<file path="src/rtl/aging_arbiter.sv">
// Four-requester aging arbiter: the oldest pending request wins, ties go to the lowest index.
// Define AGING_ARB_TIMEOUT_EN to limit each grant tenure to HOLD_MAX cycles.
module aging_arbiter #(
  parameter int AGE_W    = 4,
  parameter int HOLD_MAX = 8
) (
  input  logic       clk,
  input  logic       reset,
  input  logic [3:0] req,
  output logic [3:0] gnt,
  output logic [1:0] owner,
  output logic       busy,
  output logic [3:0] age_sat
);

  localparam logic [AGE_W-1:0] AGE_MAX = {AGE_W{1'b1}};

  if (HOLD_MAX < 1 || HOLD_MAX > 255) begin : g_bad_hold
    $error("HOLD_MAX must lie in 1..255");
  end

  typedef enum logic {IDLE, GRANT} state_t;

  state_t           state, state_next;
  logic [3:0]       gnt_next;
  logic [1:0]       owner_next;
  logic [AGE_W-1:0] age [4];
  logic [1:0]       win_idx;
  logic             win_found;
  logic [AGE_W-1:0] win_age;
  logic             tenure_end;

  function automatic logic [AGE_W-1:0] sat_inc(input logic [AGE_W-1:0] a);
    return (a == AGE_MAX) ? a : a + 1'b1;
  endfunction

  // Strict greater-than keeps the lowest index on equal ages.
  always_comb begin
    win_idx   = 2'd0;
    win_found = 1'b0;
    win_age   = '0;
    for (int i = 0; i < 4; i++) begin
      if (req[i] && (!win_found || age[i] > win_age)) begin
        win_idx   = 2'(i);
        win_found = 1'b1;
        win_age   = age[i];
      end
    end
  end

`ifdef AGING_ARB_TIMEOUT_EN
  logic [7:0] hold, hold_next;

  assign tenure_end = (hold == 8'(HOLD_MAX - 1));

  always_comb begin
    hold_next = '0;
    if (state == GRANT && state_next == GRANT) hold_next = hold + 8'd1;
  end

  always_ff @(posedge clk) begin
    if (reset) hold <= '0;
    else       hold <= hold_next;
  end
`else
  assign tenure_end = 1'b0;
`endif

  always_comb begin
    state_next = state;
    gnt_next   = gnt;
    owner_next = owner;
    unique case (state)
      IDLE: begin
        gnt_next   = '0;
        owner_next = '0;
        if (win_found) begin
          state_next = GRANT;
          gnt_next   = 4'b0001 << win_idx;
          owner_next = win_idx;
        end
      end
      GRANT: begin
        if (!req[owner] || tenure_end) begin
          state_next = IDLE;
          gnt_next   = '0;
          owner_next = '0;
        end
      end
      default: begin
        state_next = IDLE;
        gnt_next   = '0;
        owner_next = '0;
      end
    endcase
  end

  always_ff @(posedge clk) begin
    if (reset) begin
      state <= IDLE;
      gnt   <= '0;
      owner <= '0;
    end else begin
      state <= state_next;
      gnt   <= gnt_next;
      owner <= owner_next;
    end
  end

  // The current holder keeps its cleared age; anyone else waiting ages by one.
  always_ff @(posedge clk) begin
    for (int i = 0; i < 4; i++) begin
      if (reset || !req[i] || gnt_next[i]) age[i] <= '0;
      else if (!gnt[i])                     age[i] <= sat_inc(age[i]);
    end
  end

  assign busy = (state == GRANT);

  always_comb begin
    for (int i = 0; i < 4; i++) age_sat[i] = (age[i] == AGE_MAX);
  end

endmodule

</file>
<file path="config.mk">
export PLATFORM = sky130hd
export DESIGN_NAME = aging_arbiter
export DESIGN_NICKNAME = d
export VERILOG_FILES = /design/src/rtl/aging_arbiter.sv
export SDC_FILE = /design/constraint.sdc
export NUM_CORES = 1
export LEC_CHECK = 0
export ABC_AREA = 1
export BUFFER_PORTS_ARGS = -buffer_cell sky130_fd_sc_hd__buf_2
export CORE_MARGIN = 3
export CORE_UTILIZATION = 30
export CTS_BUF_LIST = sky130_fd_sc_hd__clkbuf_2
export CTS_CLUSTER_DIAMETER = 200
export DETAILED_ROUTE_END_ITERATION = 10
export PLACE_DENSITY = 0.44
export SLEW_MARGIN = 20
export SYNTH_ARGS = -nofsm -noshare
export SYNTH_HDL_FRONTEND = slang
export SYNTH_SLANG_ARGS = --single-unit
</file>
<file path="constraint.sdc">
create_clock -name clk -period 4 [get_ports clk]
set_input_delay 0.2 -clock clk [delete_from_list [all_inputs] [get_ports clk]]
set_output_delay 0.2 -clock clk [all_outputs]
set_load 0.05 [all_outputs]
</file>
* Word level (Yosys, flattened, before mapping)
Memories as Yosys holds them, arrays and structs flattened. Index checks and enable logic that the tools add are counted. Widths: inputs -> output; s select.
Cells by class: $add $sub $neg 4, magnitude comparators 4, equality and inequality tests 5, shifts and indexed selects 1, muxes and demuxes 49, bitwise gates (word level) 5, reduce and logical (&&, ||, !) cells 21
Operator list (number):
- $mux 4 | 13
- $mux 1 | 28
- $add 4x1->4 const B | 4
- $eq 4x4->1 const B | 4
- $gt 4x4->1 | 3
- $logic_or 1x1->1 | 11
- $mux 2 | 4
- $pmux 4 s2 | 1
- $logic_not 1->1 | 7
- $or 1x1->1 | 4
- $pmux 2 s2 | 1
- $shl 1x2->4 const A | 1
- $logic_and 1x1->1 | 3
- $lt 2x3->1 const B | 1
- $bmux 1 s2 | 1
- $ne 2x2->1 const B | 1
- $pmux 1 s2 | 1
- $not 1->1 | 1
Storage, ports and cells: register bits 7, memory bits (writable) 16, output and inout bits 11, memories kept 1
Memories:
- age | words 4, width 4, read ports 4, clocked after memory_dff 0, write ports 4, line 27 | logic [AGE_W-1:0] age [4];

* Logic depth before layout (Yosys ltp)
An unclocked memory read counts as a cell.
depth after elaboration 21, mapped depth 38, depth with buffers taken out 38

* Worst setup path after synthesis
OpenSTA, ideal clock, no wires.
path type flip-flop to flip-flop, start point mem age[0][0], end point mem age[2][0] (enable), setup time 0.349 ns, arrival 3.285 ns, required time 3.651 ns, path slack 0.366 ns, stages on the path, launching flop included 36, period minus slack after synthesis 3.634 ns, cell sequence edfxtp_1 -> nand2_1 -> inv_1 -> ha_1 -> inv_1 -> nand2_1 -> nand2_1 -> nand2_1 -> nand2_1 -> nand2_1 -> a21oi_4 -> inv_2 -> nand2_1 -> o21ai_1 -> ha_1 -> nand2_1 -> inv_1 -> nand2_1 -> nand2_1 -> nand2_1 -> nand2_2 -> nand2_4 -> nand2_1 -> o21ai_0 -> ha_1 -> nand2_1 -> inv_1 -> nand2_1 -> nand2_1 -> nand2_1 -> nand2_1 -> nand2_2 -> inv_1 -> a21oi_2 -> nand2_4 -> o2111ai_1
RTL lines (line):
- start: declaration | 27

==> impl_metrics.ini <==
[outcome]
status = complete, no violations

[floorplan]
rows = 26
die_width_um = 80.1
dieArea_um2 = 6410
pin_count = 17
dieHeight_um = 80.1
initial_core_util = 0.316
coreArea_um2 = 5200

[power]
power.density_nw_per_um2 = 425
seq_power_share = 0.359
irDropWorstVdd_mv = 0.226
leakage_nw = 1.02
p_clk_frac = 0.107
switchingPower_w = 0.000384
netSwitchingFraction = 0.426
combPwrFrac = 0.534
intPower_w = 0.000517

[clocking]
cts.clk_slew.worst_paths_ps = 220
clock_latency_ps = 330
hold_buffers = 0
cts.sinks = 23
cts_buffers = 3
cts_tree = yes
cts_root_buffer = clkbuf_2
h-tree-depth = 1
cts.path.max_buffers = 2

[sta]
finalSetupViolations = 0
period_share = 0.960
whs_ps = 179
max_freq_ghz = 0.260
maxSlewViolCount = 0
layout_min_cycle_time_ps = 3840
worst_pin_slew_ps = 441
relSlewSlack = 0.703
fin_setup_tns_ps = 0
fin_worst_skew_ps = 5.69
hold_viol_final = 0
rsz0062_at_grt = true

[critical_path]
cpPeakStageDelay_ps = 420
cp_num_buf_inv = 6
reg2regPathDepth = 33
path_class = reg2reg
crit_path_end_kind = register
crit_path_start_kind = register
r2r-start = age[0][2]
cp_max_fo = 7
crit_required_ps = 4020
rrSetupSlack_ps = 160
cp_top_family = simple AND/OR/NAND/NOR gates
reg2reg_to = age[3][0]
worstPathArrival_ps = 3860
crit_slowest_cell = edfxtp_1
cp_common_cell = nand2_1

[global_routing]
grt_util_met3 = 0.0135
grt_pass1_wl_mm = 6.11
use_met2 = 0.190
grtUsageMet1 = 0.173
antenna_found_initial = 0
grt_overflow = 0
busiest_layer = met2
grt_pass1_vias = 1318
grt_usage = 0.122
grt_max_degree = 13

[synth]
netlist_top_cells_area = edfxtp_1 29%, ha_1 12%, dfxtp_1 8.5%, nand2_1 8.4%, inv_1 6.6%
ys_ff_latch = 23
syn_nets = 220
synth_cell_types = 30
yosysWarningCount = 0
avgSynthCellArea_um2 = 8.31
synthCells = 198
ys_seq_area_frac = 0.377
syn_area_um2 = 1650
synth_top_cell_by_area = edfxtp_1
yosysTopAreaCellShare = 0.292

[final_layout]
layout.nets = 269
design_area_um2 = 2120
drive_gt1_frac = 0.370
diodes = 0
syn2layout_area_growth_pct = 28.8

[detailed_routing]
routedWlPerCell_um = 11.7
routed_wl_mm = 3.70
drc = 0
first_pass_iters = 4
ant_nets = 0
routed_via_density = 4.37
drtIter0Drc = 55
num_vias = 1382

[min_path]
hold_class = in2reg
min-delay-start = reset
hold_end = gnt[1]
worstHoldPathCells = 2

[run]
max_cap_violations = 0

[placement]
port_buffers = 16
placed_area_um2 = 1970
post-dp-hpwl_mm = 2.92
place_congestion = 0.705
-- cells by family (layout without fill, tap and decap cells) --
logic type               count (synthesis)  count (layout)  share of synthesized area
adder cells (fa/ha/maj)                 16              16                      0.122
XOR/XNOR                                 8               8                     0.0426
flip-flops                              23              23                      0.377
buffers and inverters                   35              82                     0.0806
AND/OR/NAND/NOR                         89              90                      0.269
AO/OA/AOI/OAI                           27              27                      0.109
-- worst reg2reg max path: cells and delay by family, from the launching register on --
family / cells / cell delay (ps)
compound gates: 5 / 580
buf+inv: 6 / 460
simple gates: 19 / 1180
flops: 1 / 420
fa+ha+maj: 3 / 890
-- cells in the final DEF (no fill, tap or decap) --
master	count
a21boi_2	1
nand3_1	9
nand4_2	2
nor2_2	1
inv_1	28
o21ai_0	1
nand4_4	1
nand2_4	3
clkbuf_2	4
dfxtp_1	7
inv_4	1
a21oi_1	7
ha_1	16
o31ai_2	1
nand2_1	30
nand2_2	15
xnor2_1	4
nor2_1	24
o21ai_1	3
inv_2	4
o2111ai_2	2
nand3_2	2
o21ai_2	5
o21a_1	1
clkinv_2	1
and3_1	2
nor2_4	1
xor2_1	4
edfxtp_1	16
o211ai_1	3
buf_2	16
o22ai_2	1
a21oi_4	2
buf_4	28
-- power by group through the flow --
stage	Sequential, W	Clock (W)	Combinational [W]
after floorplan	0.000368	0	0.000250
after global placement	0.000329	0	0.000430
after detailed placement	0.000329	0	0.000429
after CTS	0.000323	0.000102	0.000432
after global routing	0.000330	0.000112	0.000540
final	0.000323	0.0000964	0.000482
-- flip-flops by register name, summed over array words and instances, names as in the netlist --
signal  cells
age        16
owner       2
busy        1
gnt         4
-- area by class of cell --
| cell class | instances | area, µm² |
|---|---|---|
| Tap cell | 70 | 87.6 |
| Multi-Input combinational cell | 141 | 970 |
| Inverter | 34 | 131 |
| Fill cell | 571 | 3090 |
| Sequential cell | 23 | 621 |
| Clock buffer | 4 | 20.0 |
| Timing Repair Buffer | 44 | 290 |
-- cell usage after synthesis, drive strengths merged --
library cell	number
nor2	26
xnor2	4
o21a	1
and3	2
a21boi	1
o2111ai	2
nand4	3
o211ai	3
nand2	47
edfxtp	16
clkinv	1
a21oi	9
o22ai	1
nand3	11
o31ai	1
dfxtp	7
inv	33
clkbuf	1
ha	16
o21ai	9
xor2	4
-- layer usage --
layer / share of wire / routed length, µm
met4: 0.0073 / 27
met2: 0.47 / 1750
met1: 0.50 / 1860
met5: 0 / 0
met3: 0.018 / 66
-- repair_timing --
action,in CTS,in global routing
buffers inserted,0,6
pin swaps,0,5
setup endpoints to repair,20,37
gates cloned,0,1
gates resized for setup,2,23
endpoints found under the hold margin,0,0
-- worst max path at each step --
stage,cells past startpoint,endpoint,slack [ps],start
global placement,24,age[2][3],-40,age[0][3]
finish,33,age[3][0],160,age[0][2]
floorplan,35,age[2][0],370,age[0][0]
global route,33,age[3][2],-240,age[0][1]
CTS,31,age[3][0],0.5,age[0][3]
detailed placement,24,age[0][2],-10,age[0][3]
-- through the flow --
step                worst slack [ps]  cells  utilization  total power, W
floorplan                        366    198            -        0.000617
global placement               -39.2    305        0.379        0.000758
detailed placement             -14.1    305        0.379        0.000757
CTS                            0.483    309        0.383        0.000858
global route                    -241    316        0.407        0.000983
finish                           158    316        0.407        0.000901
Note: power is estimated with default switching activity, not from simulation.
